[config.mk]
export PLATFORM = sky130hd
export DESIGN_NAME = serial_addsub_flat
export DESIGN_NICKNAME = d
export VERILOG_FILES = /design/src/rtl/alu_pkg.sv /design/src/rtl/serial_addsub_if.sv /design/src/rtl/FullAdder.sv /design/src/rtl/digit_adder.sv /design/src/rtl/serial_addsub.sv /design/src/flat_wrapper.sv
export SDC_FILE = /design/constraint.sdc
export NUM_CORES = 1
export LEC_CHECK = 0
export CAP_MARGIN = 10
export CORE_ASPECT_RATIO = 1.75
export CORE_MARGIN = 2
export CORE_UTILIZATION = 40
export DETAILED_ROUTE_END_ITERATION = 12
export HOLD_SLACK_MARGIN = 0.06
export PLACE_DENSITY = 0.66
export SLEW_MARGIN = 20
export SYNTH_ARGS = -nofsm -noshare
export SYNTH_HDL_FRONTEND = slang
export SYNTH_SLANG_ARGS = --single-unit
[constraint.sdc]
create_clock -name clk -period 4.5 [get_ports clk]
set_clock_uncertainty 0.15 [all_clocks]
set_input_delay 0.9 -clock clk [delete_from_list [all_inputs] [get_ports clk]]
set_output_delay 0.9 -clock clk [all_outputs]
set_load 0.01 [all_outputs]
[src/rtl/alu_pkg.sv]
// Shared ALU definitions: FSM state encoding and digit-serial sizing helpers.
package alu_pkg;

  typedef enum logic [1:0] {
    IDLE = 2'd0,
    RUN  = 2'd1,
    DONE = 2'd2
  } state_e;

  function automatic int unsigned num_digits(input int unsigned width, input int unsigned digit);
    return width / digit;
  endfunction

  // A single-digit configuration still needs a 1-bit counter.
  function automatic int unsigned cnt_width(input int unsigned n);
    return (n > 1) ? $clog2(n) : 1;
  endfunction

endpackage

[src/rtl/serial_addsub_if.sv]
// Operand/result handshake bundle for the digit-serial adder/subtractor.
interface serial_addsub_if #(
  parameter int unsigned WIDTH = 32
);
  logic             in_valid;
  logic             in_ready;
  logic [WIDTH-1:0] a;
  logic [WIDTH-1:0] b;
  logic             subEn;
  logic             out_valid;
  logic             out_ready;
  logic [WIDTH-1:0] result;
  logic             cout;
  logic             overflow;
  logic             zero;

  modport master (
    output in_valid, a, b, subEn, out_ready,
    input  in_ready, out_valid, result, cout, overflow, zero
  );

  modport slave (
    input  in_valid, a, b, subEn, out_ready,
    output in_ready, out_valid, result, cout, overflow, zero
  );
endinterface

[src/rtl/FullAdder.sv]
// One-bit full adder cell.
module FullAdder (
  input  logic a,
  input  logic b,
  input  logic cin,
  output logic sum,
  output logic cout
);
  assign sum  = a ^ b ^ cin;
  assign cout = (a & b) | (cin & (a ^ b));
endmodule

[src/rtl/digit_adder.sv]
// Combinational DIGIT-bit ripple adder; also exposes the carry into the MSB for overflow.
module digit_adder #(
  parameter int unsigned DIGIT = 8
) (
  input  logic [DIGIT-1:0] x,
  input  logic [DIGIT-1:0] y,
  input  logic             cin,
  output logic [DIGIT-1:0] sum,
  output logic             cout,
  output logic             c_msb
);
  logic [DIGIT:0] c;

  assign c[0] = cin;

  for (genvar i = 0; i < DIGIT; i++) begin : g_fa
    FullAdder u_fa (
      .a    (x[i]),
      .b    (y[i]),
      .cin  (c[i]),
      .sum  (sum[i]),
      .cout (c[i+1])
    );
  end

  assign cout  = c[DIGIT];
  assign c_msb = c[DIGIT-1];
endmodule

[src/rtl/serial_addsub.sv]
// Digit-serial adder/subtractor: DIGIT bits per clock over WIDTH/DIGIT cycles,
// valid/ready on both sides, registered result with carry/overflow/zero flags.
module serial_addsub
  import alu_pkg::*;
#(
  parameter int unsigned WIDTH = 32,
  parameter int unsigned DIGIT = 8
) (
  input  logic           clk,
  input  logic           rst_n,
  serial_addsub_if.slave bus
);
  localparam int unsigned NUM_DIGITS = num_digits(WIDTH, DIGIT);
  localparam int unsigned CW         = cnt_width(NUM_DIGITS);

  if ((WIDTH % DIGIT) != 0) begin : g_bad_digit
    $error("serial_addsub: WIDTH must be a multiple of DIGIT");
  end

  state_e           state, next_state;
  logic             load, step, last;
  logic [WIDTH-1:0] op_a, op_b, acc, next_acc;
  logic             carry;
  logic [CW-1:0]    cnt;
  logic [WIDTH-1:0] result_q;
  logic             cout_q, ovf_q, zero_q, in_ready_q, out_valid_q;
  logic [DIGIT-1:0] s_sum;
  logic             s_cout, s_cmsb;

  digit_adder #(.DIGIT(DIGIT)) u_digit (
    .x     (op_a[DIGIT-1:0]),
    .y     (op_b[DIGIT-1:0]),
    .cin   (carry),
    .sum   (s_sum),
    .cout  (s_cout),
    .c_msb (s_cmsb)
  );

  assign last     = (cnt == CW'(NUM_DIGITS - 1));
  // Slice sum enters at the top; earlier digits move down toward bit 0.
  assign next_acc = WIDTH'({s_sum, acc} >> DIGIT);

  always_ff @(posedge clk or negedge rst_n) begin
    if (!rst_n) state <= IDLE;
    else        state <= next_state;
  end

  always_comb begin
    next_state = state;
    load       = 1'b0;
    step       = 1'b0;
    unique case (state)
      IDLE: begin
        if (bus.in_valid) begin
          load       = 1'b1;
          next_state = RUN;
        end
      end
      RUN: begin
        step = 1'b1;
        if (last) next_state = DONE;
      end
      DONE: begin
        if (bus.out_ready) next_state = IDLE;
      end
      default: next_state = IDLE;
    endcase
  end

  // Operand shifters, accumulator and visible result/flags; result only moves on the final digit.
  always_ff @(posedge clk or negedge rst_n) begin
    if (!rst_n) begin
      op_a        <= '0;
      op_b        <= '0;
      acc         <= '0;
      carry       <= 1'b0;
      cnt         <= '0;
      result_q    <= '0;
      cout_q      <= 1'b0;
      ovf_q       <= 1'b0;
      zero_q      <= 1'b0;
      in_ready_q  <= 1'b1;
      out_valid_q <= 1'b0;
    end else begin
      in_ready_q  <= (next_state == IDLE);
      out_valid_q <= (next_state == DONE);
      if (load) begin
        op_a  <= bus.a;
        op_b  <= bus.subEn ? ~bus.b : bus.b;
        carry <= bus.subEn;
        cnt   <= '0;
      end else if (step) begin
        op_a  <= op_a >> DIGIT;
        op_b  <= op_b >> DIGIT;
        acc   <= next_acc;
        carry <= s_cout;
        if (last) begin
          result_q <= next_acc;
          cout_q   <= s_cout;
          ovf_q    <= s_cout ^ s_cmsb;
          zero_q   <= (next_acc == '0);
        end else begin
          cnt <= cnt + CW'(1);
        end
      end
    end
  end

  assign bus.in_ready  = in_ready_q;
  assign bus.out_valid = out_valid_q;
  assign bus.result    = result_q;
  assign bus.cout      = cout_q;
  assign bus.overflow  = ovf_q;
  assign bus.zero      = zero_q;
endmodule

[src/flat_wrapper.sv]
// flat-port wrapper written by rule: the top's interface ports become plain ports
module serial_addsub_flat import alu_pkg::*;
#(
  parameter int unsigned WIDTH = 32,
  parameter int unsigned DIGIT = 8
)
  (clk, rst_n, bus_in_valid, bus_a, bus_b, bus_subEn, bus_out_ready, bus_in_ready, bus_out_valid, bus_result, bus_cout, bus_overflow, bus_zero);
  serial_addsub_if #(.WIDTH(WIDTH)) bus_i ();
  input  logic clk;
  input  logic rst_n;
  input wire logic [$bits(bus_i.in_valid)-1:0] bus_in_valid;
  input wire logic [$bits(bus_i.a)-1:0] bus_a;
  input wire logic [$bits(bus_i.b)-1:0] bus_b;
  input wire logic [$bits(bus_i.subEn)-1:0] bus_subEn;
  input wire logic [$bits(bus_i.out_ready)-1:0] bus_out_ready;
  output wire logic [$bits(bus_i.in_ready)-1:0] bus_in_ready;
  output wire logic [$bits(bus_i.out_valid)-1:0] bus_out_valid;
  output wire logic [$bits(bus_i.result)-1:0] bus_result;
  output wire logic [$bits(bus_i.cout)-1:0] bus_cout;
  output wire logic [$bits(bus_i.overflow)-1:0] bus_overflow;
  output wire logic [$bits(bus_i.zero)-1:0] bus_zero;
  assign bus_i.in_valid = bus_in_valid;
  assign bus_i.a = bus_a;
  assign bus_i.b = bus_b;
  assign bus_i.subEn = bus_subEn;
  assign bus_i.out_ready = bus_out_ready;
  assign bus_in_ready = bus_i.in_ready;
  assign bus_out_valid = bus_i.out_valid;
  assign bus_result = bus_i.result;
  assign bus_cout = bus_i.cout;
  assign bus_overflow = bus_i.overflow;
  assign bus_zero = bus_i.zero;
  serial_addsub #(.WIDTH(WIDTH), .DIGIT(DIGIT)) u_core (.clk(clk), .rst_n(rst_n), .bus(bus_i));
endmodule
Word level (Yosys, flattened, before mapping)
Cells that the tools add are included.
{ "totals": {"ff_bits": 138, "input_bits": 69, "wordCells": 85} }
{ "classes": {"addsub": 1, "eq_ne": 5, "mux": 17, "bitwise": 43, "reduce_logical": 7} }
{ "ops": {"columns": ["cell", "count"], "rows": [
  ["two-way mux 32 bit", 5],
  ["zero test 32 bit", 1],
  ["inverter 32 bit", 1],
  ["bitwise XOR 1 bit", 17],
  ["bitwise AND 1 bit", 16],
  ["two-way mux 2 bit", 6],
  ["OR 1 bit", 8],
  ["equality test 2 bit (second input constant)", 3],
  ["case mux 2 bit (3 select lines)", 1],
  ["two-way mux 1 bit", 5],
  ["zero test 2 bit", 2],
  ["AND reduction 2 bit", 2],
  ["AND reduction 3 bit", 1],
  ["adder 2 x 1 -> 2 bit (second input constant)", 1],
  ["equality test 2 x 1 -> 1 bit (second input constant)", 1],
  ["!= test 2 x 1 -> 1 bit (second input constant)", 1],
  ["nonzero test 2 bit", 1],
  ["inverter 1 bit", 1]
]} }

Longest topological paths before layout
{ "logic_depth": {"word_depth": 19, "ltp_mapped": 13} }

By module
A second synthesis with hierarchy kept.
{ "hier_totals": {"hier_cells": 512, "hier_area_um2": 6150.9} }
{ "modules_own_cells": {"columns": ["module", "instances", "cells_per_inst", "area_per_inst_um2"], "rows": [
  ["serial_addsub", 1, 504, 5990.7],
  ["FullAdder", 8, 1, 20.0]
]} }

Least setup slack after synthesis
OpenSTA, ideal clock, no wires.
{ "synth_path": {"path_type": "flip-flop to flip-flop", "from": "reg u_core.op_b[0]", "to": "reg u_core.zero_q, in the netlist u_core.bus.zero", "arrival_ns": 3.992, "slack_ns": 0.232, "stages_incl_launch_ff": 14, "path_buffers": 0, "synth_period_minus_slack_ns": 4.268, "cell_sequence": "dfrtp_1 -> fa_1 -> fa_1 -> fa_1 -> fa_1 -> inv_1 -> fa_1 -> inv_1 -> fa_1 -> fa_1 -> inv_1 -> fa_1 -> nand4_1 -> o41ai_2"} }
{ "synth_via": {"elab_chain_cells": 17} }
{ "synth_lines": {"columns": ["item", "line", "source"], "rows": [
  ["from (decl)", "serial_addsub.sv:22", "logic [WIDTH-1:0] op_a, op_b, acc, next_acc;"],
  ["from (signal assigned)", "serial_addsub.sv:89", "op_b <= bus.subEn ? ~bus.b : bus.b;"],
  ["from (signal assigned)", "serial_addsub.sv:94", "op_b <= op_b >> DIGIT;"],
  ["bitwise XOR 1 bit", "FullAdder.sv:9, FullAdder.sv:10", null],
  ["bitwise AND 1 bit", "FullAdder.sv:10", "assign cout = (a & b) | (cin & (a ^ b));"],
  ["OR 1 bit", "FullAdder.sv:10", null],
  ["bitwise AND 1 bit", "FullAdder.sv:10", null],
  ["OR 1 bit", "FullAdder.sv:10", null],
  ["bitwise AND 1 bit", "FullAdder.sv:10", null],
  ["OR 1 bit", "FullAdder.sv:10", null],
  ["bitwise AND 1 bit", "FullAdder.sv:10", null],
  ["OR 1 bit", "FullAdder.sv:10", null],
  ["bitwise AND 1 bit", "FullAdder.sv:10", null],
  ["OR 1 bit", "FullAdder.sv:10", null],
  ["bitwise AND 1 bit", "FullAdder.sv:10", null],
  ["OR 1 bit", "FullAdder.sv:10", null],
  ["bitwise AND 1 bit", "FullAdder.sv:10", null],
  ["OR 1 bit", "FullAdder.sv:10", null],
  ["bitwise XOR 1 bit", "FullAdder.sv:9", "assign sum = a ^ b ^ cin;"],
  ["zero test 32 bit (*)", "serial_addsub.sv:101", "zero_q <= (next_acc == '0);"],
  ["to (signal assigned)", "serial_addsub.sv:101", null],
  ["to (decl)", "serial_addsub.sv:26", "logic cout_q, ovf_q, zero_q, in_ready_q, out_valid_q;"]
]} }
Mark *: on every way between the ends. The rest lies on a longest branch, timed or not.
A chain may end at the register's enable or synchronous reset.

Final worst setup path
Ends and elaborated chain as after synthesis.

==> key figures <==
Critical path
  • Endpoint class of the critical path: flop
  • CP Max Fanout: 3
  • Critical Path Start Type: flop
  • CP Data Required Time: 4.62 ns
  • Setup CP Type: reg2reg
  • CP arrival: 4.46 ns

STA
  • Hold Vio Cnt, Final: 0
  • Final count of pins violating max slew: 0
  • Max frequency: 231 MHz
  • Final worst path period share: 0.964
  • Relative slew slack: 0.299
  • Tmin final: 4.34 ns
  • Finish-stage setup viols: 0
  • Actual slew at the worst max-slew pin: 1.05 ns

Clocking
  • CTS tree: done
  • Clock root buffer: clkbuf_16
  • Worst-Skew Late Latency: 0.41 ns
  • Clock transition at the registers of the reported paths: 0.05 ns
  • Clk buf depth: 2
  • Post-CTS Setup Inserts: 0
  • CTS Sinks: 130
  • Num CTS Buffers: 17
  • H-tree depth: 4

Floorplanning
  • Starting Density: 0.409
  • Die area: 0.0162 mm2
  • Core Area: 0.0148 mm2
  • DIE HEIGHT: 167 um
  • Number of placed I/O pins: 106
  • Cell Rows: 59
  • Die Span X: 97.2 um

Yosys
  • Syn_area_per_cell: 10.9 um2
  • Synth unique cells: 34
  • Ys flop type: dfrtp_1
  • Synthesized cell area: 0.00608 mm2
  • Cells after synthesis: 556
  • Synth Net Count: 634
  • Synth warn: 0
  • Cell taking the most area after synthesis: dfrtp_1
  • Number of synthesized flops with an enable pin: 0
  • Top-area cell type share of the netlist area: 0.531
  • Synthesized flop and latch total: 130
  • Commonest cells post-synth: 129 x dfrtp_1, 77 x nand2_1, 48 x nor2b_1
  • Cell with the most instances after synthesis: dfrtp_1
  • Async set-or-reset flop fraction in the synthesized netlist: 1.00
  • Most area-consuming cells after synthesis: dfrtp_1 53%, mux2_2 5.6%, nor2b_1 4.9%, nand2_1 4.8%, a22oi_1 4.0%
  • Sequential element share of the synthesized area: 0.536

Power and ir drop
  • Combinational group share of total power: 0.370
  • Sw Ratio: 0.349
  • Clk pwr share: 0.265
  • Reg power frac: 0.365
  • Worst IR Drop VDD: 348 uV
  • P_int: 3840 uW
  • Psw: 2060 uW
  • Pwr dens: 749 mW/mm2
  • Pwr Total: 5890 uW
  • Leak: 0.00344 uW

Outcome
  • Run status: completed

Final layout
  • Nets: 722
  • Share of cells above drive strength 1: 0.126
  • Fillers: 1,318
  • Syn-to-layout area delta: 29.4%
  • Post-Layout Cell Count: 840
  • Antenna diodes: 0

Route
  • Final wirelength: 14.7 mm
  • DRC viols: 0
  • Drt first-iter violations: 258
  • Vias: 4,469
  • DR WL/cell: 17.5 um
  • Final ANT Viol Nets: 0
  • 1st-pass router iterations: 5
  • DR vias/cell: 5.32

GRT
  • Vias in the first global route: 4,629
  • Overall routing resource usage: 0.187
  • GR Overflow Total: 0
  • Largest net degree at the start of global routing: 75
  • First-pass GRT wire length: 24.0 mm
  • Antenna violations before repair: 0

Placed design
  • # port buffers: 105
  • Placed insts: 808
  • Final GP Congestion: 0.804
  • Post-DP HPWL: 10.3 mm

Hold path
  • Hold Path Class: reg2reg

Run
  • Maxcap violations: 0
## state kept, by name (all words and copies together), names as in the netlist, 2 cells and up
name / flops
u_core.op_b: 32
u_core.cnt: 2
u_core.bus.result: 32
u_core.op_a: 32
u_core.acc: 24
u_core.state: 2
## cell families (layout without fill, tap and decap cells)
group	count (synthesis)	in the layout	share of synthesized area
AO/OA/AOI/OAI	161	161	0.173
flip-flops	130	130	0.536
XOR/XNOR	33	33	0.0476
multiplexers	30	30	0.0556
adder cells (fa/ha/maj)	9	9	0.0284
buffers and inverters	50	151	0.0420
AND/OR/NAND/NOR	143	143	0.118
## power groups by stage
stage	clock network [uW]	registers, uW	logic, uW
after global placement	0	2150	2100
after CTS	1580	2150	2200
after floorplan	0	2050	1460
final	1560	2150	2180
after global routing	1640	2220	2420
after detailed placement	0	2170	2180
## layer usage
| layer | track usage | routed length, um | vias up |
|---|---|---|---|
| met5 | 0 | 0 | - |
| met4 | 0.0747 | 423 | 0 |
| met3 | 0.0348 | 519 | 28 |
| met2 | 0.344 | 8190 | 118 |
| met1 | 0.210 | 5560 | 2202 |
| li1 | - | - | 2121 |
## through the flow
stage	worst slack, ns	utilization	hold slack (ns)	instance area, um2	setup TNS, ns
detailed placement	-0.0195	0.484	0.338	7180	-0.0195
floorplan	0.232	-	0.311	6080	0
CTS	0.0377	0.530	0.354	7860	0
global placement	0.0834	0.484	0.334	7180	0
finish	0.162	0.530	0.351	7870	0
global route	-0.0106	0.530	0.363	7870	-0.0106
## cells in the final DEF, fill, tap and decap left out, types with 16 or more instances in the layout
master,n
dfrtp_1,128
clkdlybuf4s50_1,103
nand2_1,77
a21oi_1,47
nor2b_1,46
o21ai_0,38
a22oi_1,32
mux2_2,30
xor2_1,17
clkbuf_16,17
xnor2_1,16
o22a_1,16
a22o_1,16
## timing repair
action	4_1_cts	5_1_grt
setup endpoints to repair	1	5
gates resized for setup	1	2
hold buffers	0	0
pin swaps	0	0
gates cloned	0	0
## worst max-delay path, cell delays in order, from the launching register on
cell     delay, ns
dfrtp_1       0.41
fa_2          0.40
fa_1          0.46
fa_2          0.41
fa_1          0.43
inv_1         0.09
fa_1          0.18
inv_1         0.06
fa_1          0.46
fa_2          0.42
inv_1         0.10
fa_1          0.44
nand4_1       0.12
o41ai_2       0.07
## area by class of cell
| type | count | area (um2) | share of cell area |
|---|---|---|---|
| Timing Repair Buffer | 112 | 1100 | 0.139 |
| Tap cell | 183 | 229 | 0.0291 |
| Clock buffer | 18 | 439 | 0.0558 |
| Clock inverter | 14 | 235 | 0.0299 |
| Sequential cell | 130 | 3260 | 0.414 |
| Multi-Input combinational cell | 376 | 2580 | 0.329 |
| Inverter | 7 | 26.3 | 0.00334 |
## worst paths after layout
kind / start / to / slack, ns / cells past startpoint
max: u_core.op_b[0] / u_core.bus.zero / 0.16 / 13
min in group asynchronous: rst_n / u_core.op_a[18] / 0.48 / 1
max in group asynchronous: rst_n / u_core.bus.in_ready / 2.69 / 2
max reg2reg: u_core.op_b[0] / u_core.bus.zero / 0.16 / 13
min: u_core.op_a[31] / u_core.op_a[31] / 0.35 / 1
min reg2reg: u_core.op_a[31] / u_core.op_a[31] / 0.35 / 1
Power figures use the tool's default switching activity.
